--- src/rtl/mem_port_arbiter.sv ---
// ---------------------------------------------------------------------------
// mem_port_arbiter
//
// Lets the CPU's instruction-fetch port (read-only) and data port
// (read/write) share one single-ported, variable-latency memory.
// Only one port is granted at a time, and this block drives the memory
// handshake for it. Each port gets back read data, a one-cycle ack and a
// stall flag; the hazard logic uses the stalls to freeze the pipeline.
// The data port has priority. A streak counter limits it to MAX_DSTREAK
// consecutive grants while a fetch is waiting, so fetch cannot starve.
//
// Ports
//   clock, reset            rising-edge clock, synchronous active-high reset
//   if_req/if_addr          fetch request (held until if_ack) and address
//   if_ack/if_rdata         ack pulse and registered fetch data
//   if_stall                if_req & ~if_ack
//   d_req/d_we/d_addr/
//   d_wdata                 data request (held until d_ack), write enable,
//                           address, write data
//   d_ack/d_rdata           ack pulse and registered read data (writes do
//                           not change it)
//   d_stall                 d_req & ~d_ack
//   mem_req/mem_we/
//   mem_addr/mem_wdata      memory request, held until mem_ack
//   mem_rdata/mem_ack       memory read data and completion pulse
//   busy                    arbiter not in IDLE
//
// State | meaning
//   IDLE   | arbitrate between pending requests
//   BUSY_I | fetch access outstanding, waiting for mem_ack
//   BUSY_D | data access outstanding, waiting for mem_ack
//   DONE   | port ack pulses; requester may drop or replace its request
// ---------------------------------------------------------------------------
module mem_port_arbiter #(
  parameter int ADDR_W      = 32,
  parameter int DATA_W      = 32,
  parameter int MAX_DSTREAK = 4
) (
  input  logic              clock,
  input  logic              reset,
  input  logic              if_req,
  input  logic [ADDR_W-1:0] if_addr,
  output logic              if_ack,
  output logic [DATA_W-1:0] if_rdata,
  output logic              if_stall,
  input  logic              d_req,
  input  logic              d_we,
  input  logic [ADDR_W-1:0] d_addr,
  input  logic [DATA_W-1:0] d_wdata,
  output logic              d_ack,
  output logic [DATA_W-1:0] d_rdata,
  output logic              d_stall,
  output logic              mem_req,
  output logic              mem_we,
  output logic [ADDR_W-1:0] mem_addr,
  output logic [DATA_W-1:0] mem_wdata,
  input  logic [DATA_W-1:0] mem_rdata,
  input  logic              mem_ack,
  output logic              busy
);

  typedef enum logic [1:0] {
    IDLE   = 2'd0,
    BUSY_I = 2'd1,
    BUSY_D = 2'd2,
    DONE   = 2'd3
  } state_t;

  localparam int SW = $clog2(MAX_DSTREAK + 1);
  localparam logic [SW-1:0] STREAK_MAX = SW'(MAX_DSTREAK);

  state_t            state;
  state_t            state_nxt;
  logic [SW-1:0]     streak;
  logic              fetch_urgent;
  logic              grant_d;
  logic              grant_i;

  logic              if_ack_q;
  logic [DATA_W-1:0] if_rdata_q;
  logic              d_ack_q;
  logic [DATA_W-1:0] d_rdata_q;
  logic              mem_req_q;
  logic              mem_we_q;
  logic [ADDR_W-1:0] mem_addr_q;
  logic [DATA_W-1:0] mem_wdata_q;
  logic              busy_q;

  // A pending fetch that has already waited out MAX_DSTREAK data grants
  // takes precedence over the data port.
  always_comb begin
    state_nxt    = state;
    grant_d      = 1'b0;
    grant_i      = 1'b0;
    fetch_urgent = if_req && (streak == STREAK_MAX);
    case (state)
      IDLE: begin
        if (d_req && !fetch_urgent) begin
          grant_d   = 1'b1;
          state_nxt = BUSY_D;
        end else if (if_req) begin
          grant_i   = 1'b1;
          state_nxt = BUSY_I;
        end
      end
      BUSY_I, BUSY_D: begin
        if (mem_ack) state_nxt = DONE;
      end
      DONE: state_nxt = IDLE;
      default: state_nxt = IDLE;
    endcase
  end

  always_ff @(posedge clock) begin
    if (reset) state <= IDLE;
    else       state <= state_nxt;
  end

  always_ff @(posedge clock) begin
    if (reset) begin
      streak      <= '0;
      if_ack_q    <= 1'b0;
      if_rdata_q  <= '0;
      d_ack_q     <= 1'b0;
      d_rdata_q   <= '0;
      mem_req_q   <= 1'b0;
      mem_we_q    <= 1'b0;
      mem_addr_q  <= '0;
      mem_wdata_q <= '0;
      busy_q      <= 1'b0;
    end else begin
      if_ack_q <= 1'b0;
      d_ack_q  <= 1'b0;
      busy_q   <= (state_nxt != IDLE);

      if (grant_d) begin
        mem_req_q   <= 1'b1;
        mem_we_q    <= d_we;
        mem_addr_q  <= d_addr;
        mem_wdata_q <= d_wdata;
        // The streak only counts grants that made a fetch wait.
        if (if_req) begin
          if (streak != STREAK_MAX) streak <= streak + SW'(1);
        end else begin
          streak <= '0;
        end
      end else if (grant_i) begin
        mem_req_q  <= 1'b1;
        mem_we_q   <= 1'b0;
        mem_addr_q <= if_addr;
        streak     <= '0;
      end

      // mem_ack outside BUSY_I/BUSY_D (e.g. a late ack after reset) is ignored.
      if (mem_ack && (state == BUSY_I)) begin
        mem_req_q  <= 1'b0;
        if_ack_q   <= 1'b1;
        if_rdata_q <= mem_rdata;
      end

      if (mem_ack && (state == BUSY_D)) begin
        mem_req_q <= 1'b0;
        mem_we_q  <= 1'b0;
        d_ack_q   <= 1'b1;
        if (!mem_we_q) d_rdata_q <= mem_rdata;
      end
    end
  end

  assign if_ack    = if_ack_q;
  assign if_rdata  = if_rdata_q;
  assign d_ack     = d_ack_q;
  assign d_rdata   = d_rdata_q;
  assign mem_req   = mem_req_q;
  assign mem_we    = mem_we_q;
  assign mem_addr  = mem_addr_q;
  assign mem_wdata = mem_wdata_q;
  assign busy      = busy_q;

  assign if_stall  = if_req & ~if_ack_q;
  assign d_stall   = d_req & ~d_ack_q;

endmodule
--- config.mk ---
export PLATFORM = sky130hd
export DESIGN_NAME = mem_port_arbiter
export DESIGN_NICKNAME = d
export VERILOG_FILES = /design/src/rtl/mem_port_arbiter.sv
export SDC_FILE = /design/constraint.sdc
export NUM_CORES = 1
export LEC_CHECK = 0
export CORE_UTILIZATION = 42
export CTS_CLUSTER_SIZE = 14
export DETAILED_ROUTE_END_ITERATION = 12
export PLACE_DENSITY = 0.86
export SYNTH_ARGS = -nofsm -noshare
export SYNTH_HDL_FRONTEND = slang
export SYNTH_SLANG_ARGS = --single-unit
--- constraint.sdc ---
create_clock -name clock -period 4.8 [get_ports clock]
set_clock_uncertainty 0.1 [all_clocks]
set_input_delay 0.48 -clock clock [delete_from_list [all_inputs] [get_ports clock]]
set_output_delay 0.48 -clock clock [all_outputs]
set_load 0.01 [all_outputs]
==> results of run 1 <==
==> how the worst max path moves through the flow <==
| stage | startpoint | to | slack [ps] | depth (start not counted) |
|---|---|---|---|---|
| 2_1_floorplan | state[0]$_SDFF_PP0_ | mem_addr[13]$_SDFFE_PP0P_ | 3230 | 8 |
| 4_1_cts | if_req | if_stall | 2290 | 4 |
| 3_5_place_dp | d_req | mem_addr[8]$_SDFFE_PP0P_ | 2030 | 4 |
| 3_3_place_gp | mem_ack | d_rdata[6]$_SDFFE_PP0P_ | 2230 | 5 |
| 6_report | state[0]$_SDFF_PP0_ | mem_addr[8]$_SDFFE_PP0P_ | 2280 | 5 |
| 5_1_grt | state[0]$_SDFF_PP0_ | mem_addr[8]$_SDFFE_PP0P_ | 2080 | 5 |
==> cells in the final DEF, fill, tap and decap left out, types with 5 or more instances in the layout <==
cell / n
sky130_fd_sc_hd__a21oi_1: 65
sky130_fd_sc_hd__inv_1: 6
sky130_fd_sc_hd__ha_1: 5
sky130_fd_sc_hd__nand2_1: 133
sky130_fd_sc_hd__nor4_1: 29
sky130_fd_sc_hd__clkdlybuf4s50_1: 267
sky130_fd_sc_hd__a22o_1: 32
sky130_fd_sc_hd__nor2_1: 106
sky130_fd_sc_hd__buf_4: 6
sky130_fd_sc_hd__clkbuf_16: 17
sky130_fd_sc_hd__dfxtp_1: 138
==> synth_stat cells (2+ instances only) <==
| cell | n |
|---|---|
| sky130_fd_sc_hd__buf_4 | 6 |
| sky130_fd_sc_hd__nand3_2 | 2 |
| sky130_fd_sc_hd__buf_2 | 25 |
| sky130_fd_sc_hd__nor4_1 | 29 |
| sky130_fd_sc_hd__nor4_2 | 3 |
| sky130_fd_sc_hd__a211oi_1 | 2 |
| sky130_fd_sc_hd__nand2_1 | 133 |
| sky130_fd_sc_hd__a21oi_1 | 66 |
| sky130_fd_sc_hd__dfxtp_1 | 138 |
| sky130_fd_sc_hd__o21ai_0 | 2 |
| sky130_fd_sc_hd__clkbuf_1 | 12 |
| sky130_fd_sc_hd__nor2_1 | 108 |
| sky130_fd_sc_hd__inv_1 | 6 |
| sky130_fd_sc_hd__o21a_1 | 2 |
| sky130_fd_sc_hd__ha_1 | 5 |
| sky130_fd_sc_hd__a22oi_1 | 2 |
| sky130_fd_sc_hd__a22o_1 | 32 |
==> worst min-delay path, stage by stage (launching register included) <==
cell	delay [ps]
sky130_fd_sc_hd__dfxtp_1	300
sky130_fd_sc_hd__nand2_1	50
sky130_fd_sc_hd__a21oi_1	50
==> logic make-up after synthesis <==
group	Yosys count	synth area share (%)
adders and majority gates	5	1.26
AOI/OAI and AO/OA	112	14.5
buffers and inverters	50	5.00
DFF	138	55.5
and+or+nand+nor	280	23.8
==> sequential cells by signal, summed over array words and instances (netlist names) <==
signal,flops
if_rdata,32
d_ack,1
streak,3
if_ack,1
mem_we,1
mem_addr,32
busy,1
mem_req,1
d_rdata,32
mem_wdata,32
state,2
==> where the power goes <==
part | internal, W | switching (W)
combinational | 0.000302 | 0.000262
clock | 0.000896 | 0.000484
sequential | 0.00123 | 0.0000465
==> stage by stage <==
step                      util (%)  total power [W]
after floorplan                  -          0.00154
after global placement        66.8          0.00184
after detailed placement      66.8          0.00186
after CTS                     72.3          0.00325
after global routing          72.3          0.00335
final                         72.3          0.00322
==> layout make-up <==
class / instances / area [µm²]
inverters: 6 / 22.5
clock buffers: 21 / 460
clock inverters: 11 / 169
repair buffers: 273 / 2720
well taps: 143 / 179
multi-input cells: 397 / 1970
flip-flops and latches: 138 / 2760
fillers: 826 / 3180
==> per-layer routing <==
layer	share of wire, %	vias to the layer above	global-route usage [%]
met5	0	-	0
met4	2.9	0	14.7
met3	7.2	37	8.97
met2	51	219	45.1
met1	39	2381	27.7
li1	-	2454	-
==> results.md, run 1 <==
- The flow ran to the end, and the final reports show no timing, DRC or antenna violations.
- The number of remaining DRC errors is 0.
- The overall routed net length is 16.0 mm.
- The final cell count without fillers is 989.
- The number of buffer and inverter instances along the worst setup path is 1.
- The number of instances in the placed design is 957.
- TritonCTS built the clock tree.
- The layout overhead on the synthesized area is 66.5%.
- In this run the worst path has a maximum fanout of 34.
- Data arrives at the worst endpoint at 2720 ps.
- STA puts the critical path data required time at 5000 ps.
- The number of pins exceeding their max-slew limit in the final report was 0.
- After global routing the overflow that remains totals 0.
- The worst pin sits at a relative slew slack of 18.9%.
- In the finished design, the share of the clock period the worst path needs comes to 52.5%.
- STA classifies the critical path startpoint as a flop.
- Across the run, the number of max-cap violations was 0.
- The overall via count from detail_route is 5091.
- Setup violations remaining at the end of the flow were counted as 0.
- The minimum setup slack in the final design is 2280 ps.
- The number of nets produced by synthesis is 724.
- The leading area contributor after synthesis is sky130_fd_sc_hd__dfxtp_1.
- The post-placement cell area is 0.00766 mm².
- The finished cells cover 0.00829 mm².
- Yosys mapped a number of flops with a built-in enable equal to 0.
- In the final routed layout, each cell accounts on average for 16.2 µm.
- The die width is 111 µm.
- Once detailed placement completed, the half-perimeter wirelength came to 11.1 mm.
- The first global-routing pass estimated 25.3 mm of wire.
- The post-CTS repair timing setup buffer count is 0.
- Across every metal layer, demand over resource in global routing totals 26.1%.
- The number of global-route vias before repair came to 5083.
- The peak per-stage delay on the critical path is 1010 ps.
- The initial antenna violation count was 0.
- Buffers inserted to repair hold after CTS numbered 0.
- Across all register-to-register paths, the minimum setup slack is 2280 ps.
- The power density relative to cell area is 389 mW/mm².
- At the pin with the least slew margin, the transition time is 1220 ps.
- Routability-driven placement finished with a final weighted congestion of 0.801.
- The classification of the worst-slack hold path is reg2reg.
- The slowest library cell on the worst path is sky130_fd_sc_hd__o21a_1.
- The critical path endpoint category is a flop.
- The count of cells along the worst register-to-register path is 5.
- The source of the worst register-to-register timing path is state[0]$_SDFF_PP0_.
- For the worst-skew pair, the clock arrives at the later sink with an insertion delay of 420 ps.
- The signal on the critical path passes through inv_1 > ha_1 > o21a_1 > nor2_1 > nor4_1.
- The largest net degree at the start of global routing is 65.
- The family of cells with the greatest summed delay on the critical path is compound AO/OA/AOI/OAI gates.
- In this run, synthesis produced a sequential element count of 138.
- From bottom edge to top edge, the die measures 111 µm.
- The worst flop-to-flop path endpoint is mem_addr[8]$_SDFFE_PP0P_.
- The worst vdd rail ir drop is 365 µV.
- The count of endpoints failing hold in the final timing report is 0.
- The register area share after synthesis is 55.5%.
- The effective utilization at floorplan is 43.4%.
- The most used flip-flop cell after synthesis is sky130_fd_sc_hd__dfxtp_1.
- The end point of the most critical hold path is mem_wdata[29]$_SDFFE_PP0N_.
- After synthesis, the cell types taking the most area are sky130_fd_sc_hd__dfxtp_1, sky130_fd_sc_hd__nand2_1, sky130_fd_sc_hd__nor2_1, sky130_fd_sc_hd__a21oi_1, sky130_fd_sc_hd__a22o_1.
- Dividing the synthesized area by the synthesized cell count gives 8.51 µm².
- The ratio of cells with drive above 1 in the final layout is 5.56%.
- In this run, the number of DRC markers left after iteration 0 of detailed routing was 349.
- The leakage power total is 3.14 nW.
- The count of buffers added on input and output ports is 268.
- The clock-pin slew on the worst setup and hold paths is 60 ps.
- The core region is 0.0115 mm².
- After layout, the minimum clock period comes to 2520 ps.
- The first detailed-routing pass took 4 iterations.
- The clock tree root buffer cell is sky130_fd_sc_hd__clkbuf_16.
- For this run, the post-layout net count is 972.
- Timing analysis after detailed placement gives a worst setup slack of 2030 ps.
- The remaining number of nets flagged by the antenna check after routing is 0.
- During synthesis, Yosys emitted a total of 0 warnings.
- The worst hold path begins at mem_wdata[29]$_SDFFE_PP0N_.
- The cell count after synthesis came out at 585.
- The total CTS buffers is 17.
- The upper clock frequency limit is 0.397 GHz.
- The worst hold path was traced through 2 stages.
- The share of the synthesized area in the top cell type is 55.5%.
- In this run the number of H-tree levels came out at 4.
- The total inserted antenna cells is 0.
- The per-cell via count in the routed design is 5.15.
- Adding up every negative setup slack in the final design gives 0 ps.
- In this run the count of I/O pins placed on the die edge is 269.
- Gates resized during post-CTS repair numbered 0.
- The distinct cell type count after synthesis is 29.
- The area of the die is 0.0123 mm².
- The worst-case hold slack is 351 ps.
- The clock passes through at most 2 buffers.
- Setup repair after global routing left no endpoint under its margin.
- The async set or reset register ratio after synthesis is 0%.
- The synthesized netlist occupies a cell area of 0.00498 mm².
- The floorplan has 39 rows.
- The setup path with the least slack is of type reg2reg.
- The clock sink count is 138.
Power figures use the tool's default switching activity.
==> run 2, diff against run 1 <==
--- a/config.mk
+++ b/config.mk
@@ -5,10 +5,10 @@
 export SDC_FILE = /design/constraint.sdc
 export NUM_CORES = 1
 export LEC_CHECK = 0
-export CORE_UTILIZATION = 42
+export CORE_UTILIZATION = 35
 export CTS_CLUSTER_SIZE = 14
 export DETAILED_ROUTE_END_ITERATION = 12
-export PLACE_DENSITY = 0.86
+export PLACE_DENSITY = 0.76
 export SYNTH_ARGS = -nofsm -noshare
 export SYNTH_HDL_FRONTEND = slang
 export SYNTH_SLANG_ARGS = --single-unit
==> constraint.sdc (replaced) <==
create_clock -name clock -period 2.2 [get_ports clock]
set_clock_uncertainty 0.1 [all_clocks]
set_input_delay 0.22 -clock clock [delete_from_list [all_inputs] [get_ports clock]]
set_output_delay 0.22 -clock clock [all_outputs]
set_load 0.01 [all_outputs]
==> results.md, run 2 (synthesized netlist as in run 1, its figures left out) <==
- The die width is 121 µm (+9.4%).
- The final critical path takes up 88.9% of the cycle.
- The total inserted antenna cells is 0 (unchanged).
- The setup-violating endpoint count in the final report was 0 (unchanged).
- The register cell area after layout is 0.00276 mm² (unchanged).
- The leakage power total is 3.18 nW (+1.2%).
- The number of remaining DRC errors is 0 (unchanged).
- The global placer's final weighted congestion is 0.739 (-7.7%).
- Leaving out fill and tap cells, the most frequent cell in the layout is sky130_fd_sc_hd__clkdlybuf4s50_1.
- Setup repair after global routing left no endpoint under its margin.
- In this run the critical register-to-register path is launched from state[1]$_SDFF_PP0_.
- The number of instances resized during post-cts repair is 0 (unchanged).
- The power density relative to cell area is 807 mW/mm² (+110%).
- The library cells used most frequently in the layout, excluding fill and tap cells, are sky130_fd_sc_hd__clkdlybuf4s50_1, sky130_fd_sc_hd__dfxtp_1, sky130_fd_sc_hd__nand2_1.
- The worst setup slack after placement is 238 ps (-1790 ps).
- The count of cells along the worst register-to-register path is 5 (unchanged).
- The number of filler cells placed in the layout is 1227 (+49%).
- The detailed placer's ending HPWL is 10.4 mm (-6.0%).
- The hold path startpoint is reset.
- The post-placement cell area is 0.00785 mm² (+2.5%).
- The data arrival time of the critical path is 1630 ps (-1090 ps).
- The count of routing violations after the opening detailed-route iteration is 270 (-23%).
- The number of detailed-route iterations in the first pass was 4 (unchanged).
- The area of the multi-input gates is 0.00197 mm² (unchanged).
- The area of the die is 0.0147 mm² (+20%).
- The instance count along the most critical hold path was 2 (unchanged).
- The TritonCTS clock tree is yes.
- The maximum fanout encountered on the critical timing path is 7 (-79%).
- The post-layout instance area is 0.00843 mm² (+1.7%).
- The total CTS buffers is 17 (unchanged).
- The largest buffer count on any clock path was 2 (unchanged).
- The count of endpoints failing hold in the final timing report is 0 (unchanged).
- The global-route wire length before repair is 23.4 mm (-7.3%).
- The aggregate negative setup slack was 0 ps (unchanged).
- The overall routed net length is 15.0 mm (-6.1%).
- The total number of placement rows is 43 (+10%).
- The tree is rooted in a sky130_fd_sc_hd__clkbuf_16.
- The number of I/O pins is 269 (unchanged).
- The worst vdd rail ir drop is 457 µV (+25%).
- The die height is 121 µm (+9.4%).
- The register-to-register setup slack came to 410 ps (-1870 ps).
- The classification of the worst setup path is in2out.
- The area of the placeable core is 0.0139 mm² (+21%).
- The flow ran to the end, and the final reports show no timing, DRC or antenna violations.
- The clock sink count came to 138 (unchanged).
- The largest net degree at the start of global routing came to 46 (-29%).
- The per-cell via count in the routed design is 4.74 (-8.0%).
- The critical path endpoint category is an output pin.
- The worst-case hold slack is 84.1 ps (-267 ps).
- The count of input and output buffers is 268 (unchanged).
- The minimum setup slack in the final design is 245 ps (-2040 ps).
- The end point of the most critical hold path is d_ack$_SDFF_PP0_.
- The clock-pin slew on the worst setup and hold paths was 60 ps (about the same).
- Compared with the post-synthesis result, the final layout area differs by 69.3%.
- Derived from the worst setup path, the maximum achievable clock frequency is 0.512 GHz.
- The number of nets in the final layout is 981 (+0.93%).
- The number of buffers added to fix hold violations after cts came to 0 (unchanged).
- The remaining number of nets flagged by the antenna check after routing came to 0 (unchanged).
- The worst slew margin relative to its limit is 65.1% (+46 points).
- The endpoint identified for the worst register-to-register timing path is mem_we$_SDFFE_PP0P_.
- The clock period minus final worst setup slack is 1950 ps.
- The worst path required time is 1880 ps (-3120 ps).
- The ratio of cells with drive above 1 in the final layout is 6.78% (+1.2 points).
- The effective utilization at floorplan came to 35.9% (-7.5 points).
- The max-capacitance violation count is 0 (unchanged).
- The global-route usage over all layers is 20.6% (-5.5 points).
- The leftover overflow at the end of global routing is 0 (unchanged).
- The post-CTS repair timing setup buffer count is 0 (unchanged).
- The H-tree depth is 4 (unchanged).
- The initial antenna violation count is 0 (unchanged).
- The startpoint kind of the worst setup timing path is an input pin.
- The worst-margin pin slew is 523 ps (-693 ps).
- The routed length per placed instance is 14.5 µm (-10%).
- The overall via count from detail_route was 4902 (-3.7%).
- The number of pins exceeding their max-slew limit in the final report is 0 (unchanged).
- The clock insertion delay at the later pin of the skew report was 410 ps (about the same).
- The path class of the tightest hold or removal check is in2reg.
- The number of global-route vias before repair came to 4704 (-7.5%).
[run 2: cell types whose count changed in the layout (fill, tap and decap cells not counted), sizes merged]
cell / before / now
clkinv: 6 / 4
bufinv: 4 / 1
clkinvlp: 1 / 4
inv: 6 / 9
buf: 6 / 15
clkbuf: 21 / 20
[run 2: worst max path at each step]
stage | cells past startpoint | slack (ps) | end | from
6_report | 4 | 250 | if_stall | if_req
5_1_grt | 4 | 150 | if_stall | if_req
4_1_cts | 4 | 210 | if_stall | if_req
3_5_place_dp | 4 | 240 | if_stall | if_req
3_3_place_gp | 4 | 240 | if_stall | if_req
2_1_floorplan | 8 | 630 | mem_addr[13]$_SDFFE_PP0P_ | state[0]$_SDFF_PP0_
[run 2: worst max-delay path, cell delays in order]
cell and delay (ps):
sky130_fd_sc_hd__clkdlybuf4s50_1 600, sky130_fd_sc_hd__inv_1 110, sky130_fd_sc_hd__nor2_1 140, sky130_fd_sc_hd__clkdlybuf4s50_1 570
[run 2: layout make-up]
type / instances / area share (%)
clock buffers: 20 / 5.54
flip-flops and latches: 138 / 32.8
multi-input cells: 397 / 23.4
inverters: 6 / 0.267
repair buffers: 282 / 33.9
well taps: 180 / 2.67
clock inverters: 12 / 1.35
[run 2: stage by stage]
stage	power, W	util (%)	std cells
3_5_place_dp	0.00411	56.5	1003
4_1_cts	0.00689	60.7	1035
5_1_grt	0.00712	60.7	1035
6_report	0.00680	60.7	1035
3_3_place_gp	0.00409	56.5	1003
2_1_floorplan	0.00337	-	585
[run 2: layer usage]
| layer | track usage, % | up-vias | wire (µm) |
|---|---|---|---|
| met5 | 0 | - | 0 |
| li1 | - | 2470 | - |
| met4 | 8.80 | 0 | 234 |
| met2 | 32.9 | 167 | 7110 |
| met1 | 25.2 | 2247 | 6440 |
| met3 | 7.05 | 18 | 1260 |
[run 2: where the power goes]
group	switching, W	internal (W)	total (W)
combinational	0.000572	0.000700	0.00127
clock	0.00110	0.00165	0.00276
sequential	0.0000898	0.00268	0.00277
